$ cat config.mk
export PLATFORM = sky130hd
export DESIGN_NAME = inst_fetch_stage
export DESIGN_NICKNAME = d
export VERILOG_FILES = /design/src/rtl/inst_fetch_stage.sv
export SDC_FILE = /design/constraint.sdc
export NUM_CORES = 1
export LEC_CHECK = 0
export CAP_MARGIN = 0
export CORE_MARGIN = 2
export CORE_UTILIZATION = 50
export DETAILED_ROUTE_END_ITERATION = 8
export PLACE_DENSITY = 0.95
export REMOVE_ABC_BUFFERS = 1
export SETUP_SLACK_MARGIN = 0.02
export SYNTH_ARGS = -nofsm -noshare
export SYNTH_HDL_FRONTEND = slang
export SYNTH_SLANG_ARGS = --single-unit
$ cat constraint.sdc
create_clock -name clk -period 5.3 [get_ports clk]
set_clock_uncertainty 0.05 [all_clocks]
set_input_delay 0.53 -clock clk [delete_from_list [all_inputs] [get_ports clk]]
set_output_delay 0.53 -clock clk [all_outputs]
set_load 0.01 [all_outputs]
$ cat src/rtl/inst_fetch_stage.sv
// Instruction fetch stage: program counter, instruction-memory addressing and
// the IF/ID register feeding the field splitter, with stall, redirect/flush and a fetch counter.
module inst_fetch_stage #(
  parameter logic [31:0] RESET_PC = 32'h0000_0000,
  parameter logic [31:0] NOP_WORD = 32'h0000_0000
) (
  input  logic        clk,
  input  logic        rst,
  input  logic        stall,
  input  logic        redirect_valid,
  input  logic [31:0] redirect_pc,
  output logic [31:0] imem_addr,
  input  logic [31:0] imem_rdata,
  output logic [31:0] ins_out,
  output logic [31:0] pc_out,
  output logic [31:0] pc4_out,
  output logic        valid_out,
  output logic [31:0] fetch_count
);

  localparam logic [31:0] WORD_MASK = 32'hFFFF_FFFC;
  localparam logic [31:0] PC_STEP   = 32'h0000_0004;
  localparam logic [31:0] CNT_STEP  = 32'h0000_0001;

  logic [31:0] pc_r,     pc_next_s;
  logic [31:0] ins_r,    ins_next_s;
  logic [31:0] pc_out_r, pc_out_next_s;
  logic [31:0] pc4_r,    pc4_next_s;
  logic [31:0] count_r,  count_next_s;
  logic        valid_r,  valid_next_s;

  // Next-state selection: redirect beats stall, stall beats normal advance.
  always_comb begin
    pc_next_s     = pc_r;
    ins_next_s    = ins_r;
    pc_out_next_s = pc_out_r;
    pc4_next_s    = pc4_r;
    count_next_s  = count_r;
    valid_next_s  = valid_r;
    if (redirect_valid) begin
      // Flush the slot but keep pc_out/pc4_out: they still describe the last real fetch.
      pc_next_s    = redirect_pc & WORD_MASK;
      ins_next_s   = NOP_WORD;
      valid_next_s = 1'b0;
    end else if (!stall) begin
      ins_next_s    = imem_rdata;
      pc_out_next_s = pc_r;
      pc4_next_s    = pc_r + PC_STEP;
      valid_next_s  = 1'b1;
      pc_next_s     = pc_r + PC_STEP;
      count_next_s  = count_r + CNT_STEP;
    end else begin
      pc_next_s     = pc_r;
      ins_next_s    = ins_r;
    end
  end

  // State registers with synchronous reset overriding every other input.
  always_ff @(posedge clk) begin
    if (rst) begin
      pc_r     <= RESET_PC & WORD_MASK;
      ins_r    <= NOP_WORD;
      pc_out_r <= 32'h0000_0000;
      pc4_r    <= 32'h0000_0000;
      valid_r  <= 1'b0;
      count_r  <= 32'h0000_0000;
    end else begin
      pc_r     <= pc_next_s;
      ins_r    <= ins_next_s;
      pc_out_r <= pc_out_next_s;
      pc4_r    <= pc4_next_s;
      valid_r  <= valid_next_s;
      count_r  <= count_next_s;
    end
  end

  assign imem_addr   = pc_r & WORD_MASK;
  assign ins_out     = ins_r;
  assign pc_out      = pc_out_r;
  assign pc4_out     = pc4_r;
  assign valid_out   = valid_r;
  assign fetch_count = count_r;

endmodule

## Word level (Yosys, flattened, before mapping)

Index checks and enable logic that the tools add are counted.

- Register bits after elaboration: 161
- Latch bits: 0
- Bits in writable memories: 0
- ROM bits: 0
- Bits of input ports: 68
- Output and inout port bits: 161
- Word-level logic and storage cells: 16
- Memories: 0

- Add/sub/neg operators: 2
- Multiply operators: 0
- Divide/modulo/power cells: 0
- Order comparisons: 0
- Equal/unequal tests: 1
- Shift operators: 0
- Mux-type cells: 2
- Bitwise operators: 2
- Reduce and logical (&&, ||, !) cells: 2

Operators with widths:

| cell | count |
|---|---|
| 32-bit two-way mux | 2 |
| 32-bit by 1-bit adder with 32-bit output, second input constant | 1 |
| 32-bit by 3-bit adder with 32-bit output, second input constant | 1 |
| 2-bit by 1-bit inequality test with 1-bit output, second input constant | 1 |
| 1-bit NOT | 2 |
| 2-bit AND reduction | 1 |
| 2-bit OR reduction | 1 |

## Logic depth before layout (Yosys ltp)

- Depth after elaboration: 3
- Gate-level depth with buffers: 7
- Depth with buffers taken out: 5

## Least setup slack after synthesis

No wires, ideal clock.

- Path type: reg-to-reg
- Start: reg pc_r[2]
- End: reg pc_r[22]
- Library setup time: 0.091 ns
- Data arrival time: 1.981 ns
- Required time: 5.159 ns
- Path slack: 3.178 ns
- Stages on the path, launching flop included: 6
- Buffers on the path: 0
- Period minus slack after synthesis: 2.122 ns
- Cells stage by stage: dfxtp_1 -> ha_1 -> and3_2 -> nand3_1 -> or4_2 -> a311oi_1

- Cells in the longest elaborated chain, start to end: 3

Ends and longest elaborated chain:

| item | line | RTL |
|---|---|---|
| start: declaration | 25 | `logic [31:0] pc_r, pc_next_s;` |
| start signal: assignment | 61 | `pc_r <= RESET_PC & WORD_MASK;` |
| start signal: assignment | 68 | `pc_r <= pc_next_s;` |
| 32-bit by 3-bit adder with 32-bit output | 50 | `pc_next_s = pc_r + PC_STEP;` |
| 32-bit two-way mux | 45 | `end else if (!stall) begin` |
| 32-bit two-way mux | 40 | `if (redirect_valid) begin` |

No other way between the ends. The select of a mux whose other input is x is not followed.
A chain may end at the register's enable or synchronous reset.

## Final worst setup path

- Start: reg pc_r[4]
- End: reg pc4_r[31] (netlist: pc4_out[31])

- Cells in the longest elaborated chain, start to end: 1

Ends and longest elaborated chain:

| item | line | RTL |
|---|---|---|
| 32-bit by 3-bit adder with 32-bit output | 48 | `pc4_next_s = pc_r + PC_STEP;` |
| end signal: assignment | 71 | `pc4_r <= pc4_next_s;` |
| end: declaration | 28 | `logic [31:0] pc4_r, pc4_next_s;` |

No other way between the ends.

==> flow_summary.yaml <==
outcome:
  status: "completed"
clock_network:
  cts_root_buffer: "clkbuf_16"
  cts_sinks: 155
  clk_pin_slew_ns: 0.06
  cts_resized: 0
  clockBufferDepth: 2
  cts_setup_buffers: 0
  clock_latency_ns: 0.43
  numCtsBuffers: 17
  cts_hold_buffers: 0
  cts_tree: "built"
  cts_max_level: 4
route:
  first_pass_iters: 6
  ant_nets: 0
  wl_per_cell_microns: 18.4
  viasPerCell: 6.00
  vias: 7150
  initialDrtViolationCount: 665
  drc: 0
  wl_microns: 21900
cells_and_area:
  regArea_sq_um: 3100
  multi_input_area_sq_um: 3590
  fin_cells: 1192
  fin_area_sq_um: 9820
  fin_util_pct: 70.5
  num_antenna_cells: 0
  area_growth_pct: 37.4
  fillers: 1018
  finalNetCount: 1069
  drive_gt1_share_pct: 5.53
setup_path:
  cp_slowest_cell: "or4_1"
  worstSetupStartpointType: "flip-flop"
  end_kind: "flip-flop"
  cp.required_ns: 5.57
  path_class: "reg -> reg"
  endpoint: "pc4_out[31]"
  crit_chain: "nand4_1 -> or4_1 -> or3_1 -> a2111oi_2"
  max_stage_delay_ns: 0.73
  timing.rr.start: "pc_r[4]"
  crit_path_start: "pc_r[4]"
  ff2ff_path_depth: 4
  cp_max_fo: 11
  r2r_slack_ns: 2.52
  rr_endpoint: "pc4_out[31]"
  arrival_ns: 3.04
power:
  peakVddDrop_mv: 0.282
  power_mw: 2.90
  p_leak_nw: 3.28
  p_per_area_nw_per_um2: 295
floorplan:
  start_util_pct: 51.3
  boundaryPins: 229
  dieArea_sq_um: 15300
  rows: 43
  die_h_microns: 124
  core_area_sq_um: 13900
  die_w_microns: 124
grt:
  grt_use_total_pct: 28.5
  grt_pass1_wl_microns: 34100
  grt_pass1_vias: 6729
  grt-ovfl-total: 0
  grt_start_max_net_pins: 78
  antenna_found_initial: 0
flow_run:
  drv_cap: 0
synthesis:
  yosys.cell_count.top_type: "dfxtp_1"
  postSynthCellCount: 832
  synth_area_leaders: "dfxtp_1, nor2_1, nand2_1, mux2i_1, a21oi_1"
  async_flop_share_pct: 0
  synth_warnings: 0
  ys_seq_elements: 155
  syn_area_sq_um: 7150
  synth-edff-count: 0
  syn_area_per_cell_sq_um: 8.59
  yosysSeqAreaShare_pct: 43.4
  synth_common_cells: "dfxtp_1, nor2_1, nand2_1"
  synth_cell_types: 57
  synthFlopType: "dfxtp_1"
  post-synth-top-area-fraction_pct: 43.4
  synth_top_area_cell: "dfxtp_1"
sta:
  relSlewSlack_pct: 37.4
  tightest_slew_ns: 0.938
  timing.final.crit_period_ns: 2.78
  finalSetupTns_ns: 0
  hold_slack_ns: 0.406
  setup_ws_ns: 2.52
  finalHoldViolations: 0
  fmax_mhz: 360
  slew_violations: 0
  period_share_pct: 52.4
  setup_viol: 0
  rsz0062_at_grt: "no"
placed_design:
  port_buffers: 220
  place_area_sq_um: 9190
  dp.cells: 1160
  gp_congestion: 0.843
  hpwlAfterDp_microns: 14400
  place_ws_ns: 2.43
worst_hold_path:
  hold_class: "reg -> reg"
==> final cells by class <==
cell class / instances / area share, %
Clock buffer: 20 / 4.65
Clock inverter: 12 / 1.73
Inverter: 9 / 0.344
Multi-Input combinational cell: 591 / 36.5
Sequential cell: 155 / 31.6
Tap cell: 180 / 2.29
Timing Repair Buffer: 225 / 22.9
==> flip-flops by register name, indices dropped and copies added (netlist names) <==
register,cells
fetch_count,32
ins_out,32
pc4_out,30
valid_out,1
pc_out,30
pc_r,30
==> cell usage in the layout, fill, tap and decap left out, drive strengths merged, types with 3 or more instances in the layout <==
master,Yosys,layout
clkdlybuf4s50,0,218
dfxtp,155,155
nor2,108,108
nand2,89,89
a21oi,55,55
mux2i,33,33
or4,29,29
o31ai,26,26
nand3,25,25
a211oi,25,25
xnor2,25,25
nand4,23,23
a311oi,21,21
clkbuf,56,20
nor4,17,17
or3,15,15
nor3,15,15
o21ai,13,13
and4,13,13
xor2,12,12
inv,9,9
buf,25,7
conb,1,6
clkinv,0,4
bufinv,0,4
clkinvlp,0,4
and3,4,4
a2111oi,4,4
o311ai,3,3
nor3b,3,3
a31oi,3,3
o31a,3,3
or2,3,3
==> layer usage <==
metal  track usage [%]  vias up  part of all wire (%)  wire, microns
met5                 0        -                     0              0
met2              46.8      369                    48          10400
met1              33.7     3376                    40           8710
li1                  -     3340                     -              -
met4              11.1        0                   2.8            619
met3              10.8       65                   9.7           2130
==> cell families after synthesis <==
logic type | after synthesis | share of synthesized area, %
AND/OR/NAND/NOR | 354 | 25.2
multiplexers | 34 | 4.78
other | 1 | 0.0525
buffers and inverters | 91 | 6.77
AO/OA/AOI/OAI | 158 | 14.9
adder cells (fa/ha/maj) | 2 | 0.350
XOR/XNOR | 37 | 4.53
flip-flops | 155 | 43.4
==> worst max-delay path: cells and delay by family, from the launching register on <==
family	cells	cell delay [ns]
flip-flops	1	0.56
AND/OR/NAND/NOR	3	1.75
AO/OA/AOI/OAI	1	0.31
==> worst min path at each step <==
stage | depth (start not counted) | slack, ns | end | startpoint
final | 2 | 0.41 | pc_out[6] | pc_out[6]
after global routing | 2 | 0.43 | pc_out[2] | pc_out[2]
after CTS | 2 | 0.41 | pc_out[21] | pc_out[21]
after detailed placement | 2 | 0.40 | pc_out[21] | pc_out[21]
after global placement | 2 | 0.39 | pc_out[4] | pc_out[4]
after floorplan | 2 | 0.42 | pc4_out[3] | pc4_out[3]
==> where the power goes <==
group / switching, mW / total [mW] / internal (mW)
logic: 0.153 / 0.327 / 0.174
clock network: 0.487 / 1.30 / 0.810
registers: 0.0605 / 1.27 / 1.21
total: 0.700 / 2.90 / 2.20
No activity file was read; power rests on OpenSTA's default activity.
